$ cat config.mk
export PLATFORM = sky130hd
export DESIGN_NAME = itlb_miss_ctrl
export DESIGN_NICKNAME = d
export VERILOG_FILES = /design/src/rtl/mms_pkg.sv /design/src/rtl/itlb_miss_ctrl.sv
export SDC_FILE = /design/constraint.sdc
export NUM_CORES = 1
export LEC_CHECK = 0
export CORE_ASPECT_RATIO = 1.75
export CORE_MARGIN = 4
export CORE_UTILIZATION = 38
export DETAILED_ROUTE_END_ITERATION = 8
export PLACE_DENSITY = 0.77
export SLEW_MARGIN = 0
export SYNTH_ARGS = -nofsm -noshare
export SYNTH_HDL_FRONTEND = slang
export SYNTH_SLANG_ARGS = --single-unit
$ cat constraint.sdc
create_clock -name clk_i -period 6.1 [get_ports clk_i]
set_clock_uncertainty 0.05 [all_clocks]
set_input_delay 1.22 -clock clk_i [delete_from_list [all_inputs] [get_ports clk_i]]
set_output_delay 1.22 -clock clk_i [all_outputs]
set_load 0.02 [all_outputs]
$ cat src/rtl/mms_pkg.sv
// Shared types and widths for the ITLB miss controller.
package mms_pkg;

  localparam int TLB_ENTRY_NUM = 32;
  localparam int VPN_W         = 27;
  localparam int PPN_W         = 44;
  localparam int PERM_W        = 8;

  typedef enum logic [2:0] {
    ST_IDLE  = 3'd0,
    ST_ALLOC = 3'd1,
    ST_REQ   = 3'd2,
    ST_WAIT  = 3'd3,
    ST_FILL  = 3'd4,
    ST_DRAIN = 3'd5
  } itlb_miss_state_e;

  typedef struct packed {
    logic [VPN_W-1:0]  vpn;
    logic [PPN_W-1:0]  ppn;
    logic [PERM_W-1:0] perm;
  } itlb_wr_t;

endpackage

$ cat src/rtl/itlb_miss_ctrl.sv
// ITLB refill sequencer: victim allocation via plru_32, PTW walk, entry write, sfence flush.
// state | meaning
// IDLE  | no refill; watching lookups for a miss
// ALLOC | plru_32 latching its victim
// REQ   | walk request presented to PTW
// WAIT  | request accepted, awaiting walk response
// FILL  | writing translation into victim entry
// DRAIN | flushed mid-walk; swallow the pending response
module itlb_miss_ctrl
  import mms_pkg::*;
#(
  parameter int ENTRY_NUM = TLB_ENTRY_NUM
) (
  input  logic                 clk_i,
  input  logic                 rst_i,
  input  logic                 lookup_vld_i,
  input  logic                 lookup_hit_i,
  input  logic [VPN_W-1:0]     lookup_vpn_i,
  input  logic                 flush_i,
  output logic                 miss_busy_o,
  output logic                 ptw_req_vld_o,
  input  logic                 ptw_req_rdy_i,
  output logic [VPN_W-1:0]     ptw_req_vpn_o,
  input  logic                 ptw_rsp_vld_i,
  input  logic                 ptw_rsp_fault_i,
  input  logic [PPN_W-1:0]     ptw_rsp_ppn_i,
  input  logic [PERM_W-1:0]    ptw_rsp_perm_i,
  output logic [ENTRY_NUM-1:0] entry_valid_o,
  output logic                 plru_init_en_o,
  output logic                 plru_refill_vld_o,
  input  logic [ENTRY_NUM-1:0] plru_victim_i,
  output logic                 tlb_wr_en_o,
  output logic [ENTRY_NUM-1:0] tlb_wr_onehot_o,
  output logic [VPN_W-1:0]     tlb_wr_vpn_o,
  output logic [PPN_W-1:0]     tlb_wr_ppn_o,
  output logic [PERM_W-1:0]    tlb_wr_perm_o,
  output logic                 fault_vld_o,
  output logic [VPN_W-1:0]     fault_vpn_o
);

  itlb_miss_state_e      state_q, state_d;
  itlb_wr_t              wr_q;
  logic [ENTRY_NUM-1:0]  victim_q;
  logic [ENTRY_NUM-1:0]  entry_valid_q;
  logic                  req_first_q;
  logic                  fault_vld_q;
  logic [VPN_W-1:0]      fault_vpn_q;

  logic                  capture_vpn;
  logic                  capture_rsp;
  logic                  fault_set;

  always_comb begin
    state_d           = state_q;
    plru_init_en_o    = 1'b0;
    ptw_req_vld_o     = 1'b0;
    tlb_wr_en_o       = 1'b0;
    plru_refill_vld_o = 1'b0;
    capture_vpn       = 1'b0;
    capture_rsp       = 1'b0;
    fault_set         = 1'b0;
    case (state_q)
      ST_IDLE: begin
        if (lookup_vld_i && !lookup_hit_i && !flush_i) begin
          capture_vpn = 1'b1;
          state_d     = ST_ALLOC;
        end
      end
      ST_ALLOC: begin
        plru_init_en_o = 1'b1;
        state_d        = flush_i ? ST_IDLE : ST_REQ;
      end
      ST_REQ: begin
        ptw_req_vld_o = 1'b1;
        // once the PTW has taken the request its response must be drained
        if (ptw_req_rdy_i) state_d = flush_i ? ST_DRAIN : ST_WAIT;
        else if (flush_i)  state_d = ST_IDLE;
      end
      ST_WAIT: begin
        if (ptw_rsp_vld_i) begin
          state_d = ST_IDLE;
          if (!flush_i) begin
            if (ptw_rsp_fault_i) begin
              fault_set = 1'b1;
            end else begin
              capture_rsp = 1'b1;
              state_d     = ST_FILL;
            end
          end
        end else if (flush_i) begin
          state_d = ST_DRAIN;
        end
      end
      ST_FILL: begin
        tlb_wr_en_o       = !flush_i;
        plru_refill_vld_o = !flush_i;
        state_d           = ST_IDLE;
      end
      ST_DRAIN: begin
        if (ptw_rsp_vld_i) state_d = ST_IDLE;
      end
      default: state_d = ST_IDLE;
    endcase
  end

  always_ff @(posedge clk_i or posedge rst_i) begin
    if (rst_i) begin
      state_q       <= ST_IDLE;
      wr_q          <= '0;
      victim_q      <= '0;
      entry_valid_q <= '0;
      req_first_q   <= 1'b0;
      fault_vld_q   <= 1'b0;
      fault_vpn_q   <= '0;
    end else begin
      state_q     <= state_d;
      req_first_q <= (state_q == ST_ALLOC) && (state_d == ST_REQ);
      if (capture_vpn) wr_q.vpn <= lookup_vpn_i;
      // plru_32 presents its registered victim in the first REQ cycle
      if ((state_q == ST_REQ) && req_first_q) victim_q <= plru_victim_i;
      if (capture_rsp) begin
        wr_q.ppn  <= ptw_rsp_ppn_i;
        wr_q.perm <= ptw_rsp_perm_i;
      end
      fault_vld_q <= fault_set;
      if (fault_set) fault_vpn_q <= wr_q.vpn;
      if (flush_i)          entry_valid_q <= '0;
      else if (tlb_wr_en_o) entry_valid_q <= entry_valid_q | victim_q;
    end
  end

  assign miss_busy_o     = (state_q != ST_IDLE);
  assign ptw_req_vpn_o   = wr_q.vpn;
  assign entry_valid_o   = entry_valid_q;
  assign tlb_wr_onehot_o = victim_q;
  assign tlb_wr_vpn_o    = wr_q.vpn;
  assign tlb_wr_ppn_o    = wr_q.ppn;
  assign tlb_wr_perm_o   = wr_q.perm;
  assign fault_vld_o     = fault_vld_q;
  assign fault_vpn_o     = fault_vpn_q;

  a_victim_onehot: assert property (@(posedge clk_i) disable iff (rst_i)
    (state_q == ST_FILL) |-> $onehot(victim_q));
  a_req_vpn_stable: assert property (@(posedge clk_i) disable iff (rst_i)
    (ptw_req_vld_o && !ptw_req_rdy_i) |=> $stable(ptw_req_vpn_o));
  a_wr_no_flush: assert property (@(posedge clk_i) disable iff (rst_i)
    tlb_wr_en_o |-> !flush_i);

endmodule

==> metrics.cfg, run 1 <==
[placement]
gp_congestion=0.788
io_buffers=321
placed_area_um2=10300
hpwlAfterDp_um=13800
pre_cts_slack_ns=1.98

[floorplan]
die_area_um2=21000
dieWidth_um=111
core-area_um2=18100
io_pins=322
fp.dieH_um=189
start_util=0.390
fp-row-count=65

[setup_path]
cp.arrival_ns=2.84
critPathKind=input pin to output pin
cpLargestDelayFamily=buffers and inverters
crit_buf_inv=3
startpoint_type=input pin
path_cells=clkdlybuf4s50_1, buf_4, nor4b_4, clkdlybuf4s50_1
cp_data_required_time_ns=4.83
cp_max_fo=39
cp_common_cell=clkdlybuf4s50_1
crit_path_end_kind=output pin
max_stage_delay_ns=0.66
critPathSlowestCell=clkdlybuf4s50_1

[logic_synthesis]
synth_compound_area_frac=0.0249
synth_ff_type=dfrtp_1
synth_nets=603
synth_top_cell_area_share=0.619
synth.top_cells.by_count=dfrtp_1, mux2_2, mux2_4, inv_1, nand2_1
yosysSeqAreaShare=0.619
mappedNetlistArea_um2=7080
avgSynthCellArea_um2=14.6
synth_top_family_by_area=multiplexers
synthCells=484
yosys.area.top_type=dfrtp_1
synthArstFlopShare=1.00
yosysWarnings=0
synth_xor_area_frac=0
synth_area_leaders=dfrtp_1, mux2_2, mux2_4, buf_4, o21ai_0
synth_simple_gate_area_frac=0.0382
synth.most_common_cell=dfrtp_1
synth.area.mux_share=0.247
synthAdderAreaFrac=0
synth_seq_cells=175
synth_edf_count=0
yosysUniqueCellTypes=26

[cts]
cts_num_sinks=175
cts_resized=0
clk_path_buf_depth=2
cts_setup_buffers=0
cts_buffers=17
htreeDepth=4
clkSlewWorstSetupHoldPaths_ns=0.06
hold_buffers=0
cts_tree=built
cts_root_buf=clkbuf_16
clk_latency_ns=0.42

[routing]
post-route-drc-count=0
dr_total_vias=4770
ant_nets=0
wl_per_cell_um=18.3
drt-total-wl_um=18800
viasPerCell=4.64
drtIter0Drc=162
firstDrtPassIters=6

[hold_path]
hold_path.class=flop to flop

[finish]
finish.net_count=899
design_area_um2=10900
utilization=0.601
drive_above_1_share=0.226
syn_to_final_growth_pct=54.0
fillers=1460

[global_routing]
grt_usage=0.181
overflow=0
grt_pass1_wl_um=29700
grt_max_degree=102
grt_pass1_vias=5232
antenna_found_initial=3

[power_and_ir_drop]
p_per_area_nw_per_um2=338
finalPower_mw=3.69
leakagePower_nw=4.91
peakVddDrop_mv=0.279

[timing]
worstMarginPinSlew_ns=1.01
min_period_ns=4.11
drv_slew=0
hold_viol=0
slew_headroom=0.324
fin_ws_ns=1.99
tns_ns=0
rsz0062_at_grt=no
post-route-period-util=0.673
max_freq_mhz=243
setup_viol=0

[run]
drv_cap=0

[run_status]
status=finished, final reports clean

[sequential cells by signal (all words and copies together) (netlist names)]
name and cells:
tlb_wr_ppn_o 44, entry_valid_o 32, tlb_wr_onehot_o 32, fault_vpn_o 27
ptw_req_vpn_o 27, tlb_wr_perm_o 8, state_q 3, fault_vld_o 1
req_first_q 1
[area by class of cell]
class                      instances  area, µm²  share of cell area
clock inverter                     9        134              0.0123
timing repair buffer             327       3270               0.300
sequential                       175       4380               0.402
clock buffer                      22        474              0.0435
tap                              234        293              0.0269
inverter                          35        136              0.0125
multi-input combinational        224       2210               0.203
antenna                            1       2.50            0.000230
[per-layer routing]
layer / wire [µm] / GRT usage / part of all wire
met1: 6860 / 0.194 / 0.36
met2: 10200 / 0.323 / 0.54
met3: 1290 / 0.0627 / 0.069
met4: 453 / 0.0735 / 0.024
met5: 26 / 0 / 0.0014
[per-stage QoR]
stage | instances | hold WS (ns)
after floorplan | 484 | 0.453
after global placement | 995 | 0.430
after detailed placement | 995 | 0.444
after CTS | 1026 | 0.459
after global routing | 1026 | 0.468
final | 1027 | 0.447
[report_power, final]
group	internal [mW]	switching, mW	total (mW)
clock	0.676	0.444	1.12
sequential	1.33	0.151	1.48
combinational	0.593	0.491	1.08
total	2.60	1.09	3.69
[layout by cell type, fill, tap and decap left out, drive strengths merged]
cell	synthesis	layout
clkdlybuf4s50	0	321
dfrtp	175	175
mux2	138	138
inv	35	35
nand2	34	34
o21ai	32	32
clkbuf	6	22
buf	44	6
clkinv	0	5
nor2	3	3
nor2b	3	3
bufinv	0	3
nor4b	2	2
diode	0	1
nand2b	1	1
nor3b	1	1
or4	1	1
and2	1	1
or3	1	1
nand3b	1	1
o211ai	1	1
mux2i	1	1
nor3	1	1
o2111ai	1	1
nand3	1	1
nor4	1	1
clkinvlp	0	1
[worst reg2reg max path, stage by stage, from the launching register on]
cell     delay, ns
dfrtp_1       0.59
nand2_1       0.21
or4_4         0.82
mux2_4        0.55
[cells by family after synthesis]
| kind of cell | count (synthesis) |
|---|---|
| compound gates | 34 |
| buf+inv | 85 |
| flops | 175 |
| mux | 139 |
| simple gates | 51 |
[worst paths after layout]
kind	from	slack, ns	endpoint	cells after the start
max	flush_i	1.99	tlb_wr_en_o	4
min	tlb_wr_onehot_o[23]	0.45	entry_valid_o[23]	2
max reg2reg	state_q[0]	3.76	tlb_wr_ppn_o[14]	3
min reg2reg	tlb_wr_onehot_o[23]	0.45	entry_valid_o[23]	2
max in group asynchronous	rst_i	3.80	tlb_wr_ppn_o[36]	3
min in group asynchronous	rst_i	1.20	tlb_wr_ppn_o[27]	2
Note: power is estimated with default switching activity, not from simulation.
==> inputs of run 2 (changes only) <==
CORE_UTILIZATION = 42   (was 38)
PLACE_DENSITY = 0.81   (was 0.77)
clock period = 4.25 ns   (was 6.1 ns; I/O delays follow)
==> metrics.cfg, run 2 (synthesis gave the netlist of run 1 again) <==
[placement]
io_buffers=321  ; unchanged
dp.cells=986  ; -0.90%
hpwlAfterDp_um=14600  ; +5.9%
placed_area_um2=10300  ; about the same
gp_congestion=0.792  ; +0.51%

[timing]
min_period_ns=3.17
worstMarginPinSlew_ns=1.00  ; -0.0109 ns
tns_ns=0  ; unchanged
drv_slew=0  ; unchanged
rsz0062_at_grt=no
max_freq_mhz=316
slew_headroom=0.331  ; +0.00723
hold_viol=0  ; unchanged
setup_viol=0  ; unchanged
post-route-period-util=0.745

[cts]
cts_tree=built
clkSlewWorstSetupHoldPaths_ns=0.07  ; about the same
cts_resized=0  ; unchanged
cts_setup_buffers=0  ; unchanged
hold_buffers=0  ; unchanged
clk_path_buf_depth=2  ; unchanged
clk_latency_ns=0.42  ; about the same
cts_buffers=17  ; unchanged
cts_root_buf=clkbuf_16
htreeDepth=4  ; unchanged
cts_num_sinks=175  ; unchanged

[floorplan]
io_pins=322  ; unchanged
fp-row-count=62  ; -4.6%
fp.dieH_um=180  ; -4.7%
core-area_um2=16500  ; -8.9%
die_area_um2=19100  ; -9.0%
dieWidth_um=106  ; -4.5%
start_util=0.428  ; +0.0381

[finish]
syn_to_final_growth_pct=53.7
design_area_um2=10900  ; -0.21%
antenna_cells=0  ; -1
drive_above_1_share=0.228  ; +0.00195
seq_area_um2=4380  ; unchanged
layout_common_cells=clkdlybuf4s50_1, dfrtp_1, mux2_2
layout.cells.non_filler=1018  ; -0.88%
finish.net_count=900  ; +0.11%
final_common_cell=clkdlybuf4s50_1
fillers=1220  ; -16%
largest_reg_flops=44  ; unchanged
multi_input_area_um2=2210  ; unchanged

[power_and_ir_drop]
leakagePower_nw=4.90  ; -0.24%
peakVddDrop_mv=0.322  ; +16%
p_per_area_nw_per_um2=484  ; +43%

[global_routing]
grt_pass1_wl_um=30100  ; +1.4%
grt_pass1_vias=5368  ; +2.6%
grt_usage=0.204  ; +0.0227
antenna_found_initial=0  ; -3
grt_max_degree=99  ; -2.9%
overflow=0  ; unchanged

[setup_path]
startpoint_type=input pin
critPathKind=input pin to output pin
cp_common_cell=clkdlybuf4s50_1
crit_buf_inv=2  ; -1
max_stage_delay_ns=0.67  ; about the same
path_cells=clkdlybuf4s50_1, nor4b_4, clkdlybuf4s50_1
cp.arrival_ns=2.27  ; -0.57 ns
cpLargestDelayFamily=buffers and inverters
critPathSlowestCell=clkdlybuf4s50_1
cp_max_fo=3  ; -92%
cp_data_required_time_ns=3.35  ; -1.48 ns
crit_path_end_kind=output pin

[hold_path]
hold_path.class=flop to flop

[run_status]
status=finished, final reports clean

[routing]
firstDrtPassIters=4  ; -2
viasPerCell=4.77  ; +2.7%
drtIter0Drc=145  ; -10%
wl_per_cell_um=19.0  ; +3.9%
post-route-drc-count=0  ; unchanged
ant_nets=0  ; unchanged
dr_total_vias=4854  ; +1.8%
drt-total-wl_um=19400  ; +3.0%

[run]
drv_cap=0  ; unchanged

[run 2: cell count changes in the layout (fill, tap and decap cells not counted)]
cell / previous run / this run
inv_6: 1 / 4
diode_2: 1 / 0
buf_4: 5 / 6
clkinvlp_4: 1 / 3
clkinv_2: 2 / 0
clkbuf_8: 3 / 1
inv_8: 0 / 1
bufinv_16: 3 / 2
[run 2: routing by layer]
metal,vias to the layer above,track usage,share of wire,routed length (µm)
met5,-,0,0,0
met4,0,0.0773,0.026,495
met3,35,0.0589,0.065,1250
met2,205,0.377,0.56,10800
met1,2429,0.214,0.35,6860
li1,2185,-,-,-
[run 2: final cells by class]
| cell class | count | area share |
|---|---|---|
| multi-input cells | 224 | 0.203 |
| flip-flops and latches | 175 | 0.403 |
| clock buffers | 20 | 0.0411 |
| repair buffers | 328 | 0.301 |
| well taps | 224 | 0.0258 |
| inverters | 35 | 0.0124 |
| clock inverters | 12 | 0.0136 |
[run 2: worst paths after layout]
kind | endpoint | slack [ns] | depth (start not counted) | startpoint
max in group asynchronous | ptw_req_vpn_o[3] | 2.43 | 3 | rst_i
setup / recovery | plru_refill_vld_o | 1.08 | 3 | flush_i
hold / removal | entry_valid_o[3] | 0.45 | 2 | tlb_wr_onehot_o[3]
hold reg to reg | entry_valid_o[3] | 0.45 | 2 | tlb_wr_onehot_o[3]
min in group asynchronous | entry_valid_o[9] | 0.87 | 3 | rst_i
setup reg to reg | tlb_wr_ppn_o[24] | 1.96 | 3 | state_q[0]
[run 2: worst min-delay path: cells and delay by family, from the launching register on]
family,cells,cell delay [ns]
flip-flops,1,0.36
AO/OA/AOI/OAI,1,0.06
AND/OR/NAND/NOR,1,0.05
[run 2: through the flow]
stage / setup slack [ns] / utilization / hold slack (ns) / power [mW]
after floorplan: 1.11 / - / 0.453 / 2.94
after global placement: 1.07 / 0.622 / 0.436 / 3.70
after detailed placement: 0.998 / 0.622 / 0.443 / 3.74
after CTS: 1.06 / 0.658 / 0.460 / 5.32
after global routing: 1.01 / 0.658 / 0.474 / 5.47
final: 1.08 / 0.658 / 0.453 / 5.26
[run 2: where the power goes]
| part | total (mW) | switching, mW | internal (mW) |
|---|---|---|---|
| combinational | 1.57 | 0.717 | 0.853 |
| sequential | 2.13 | 0.221 | 1.91 |
| clock | 1.56 | 0.659 | 0.897 |
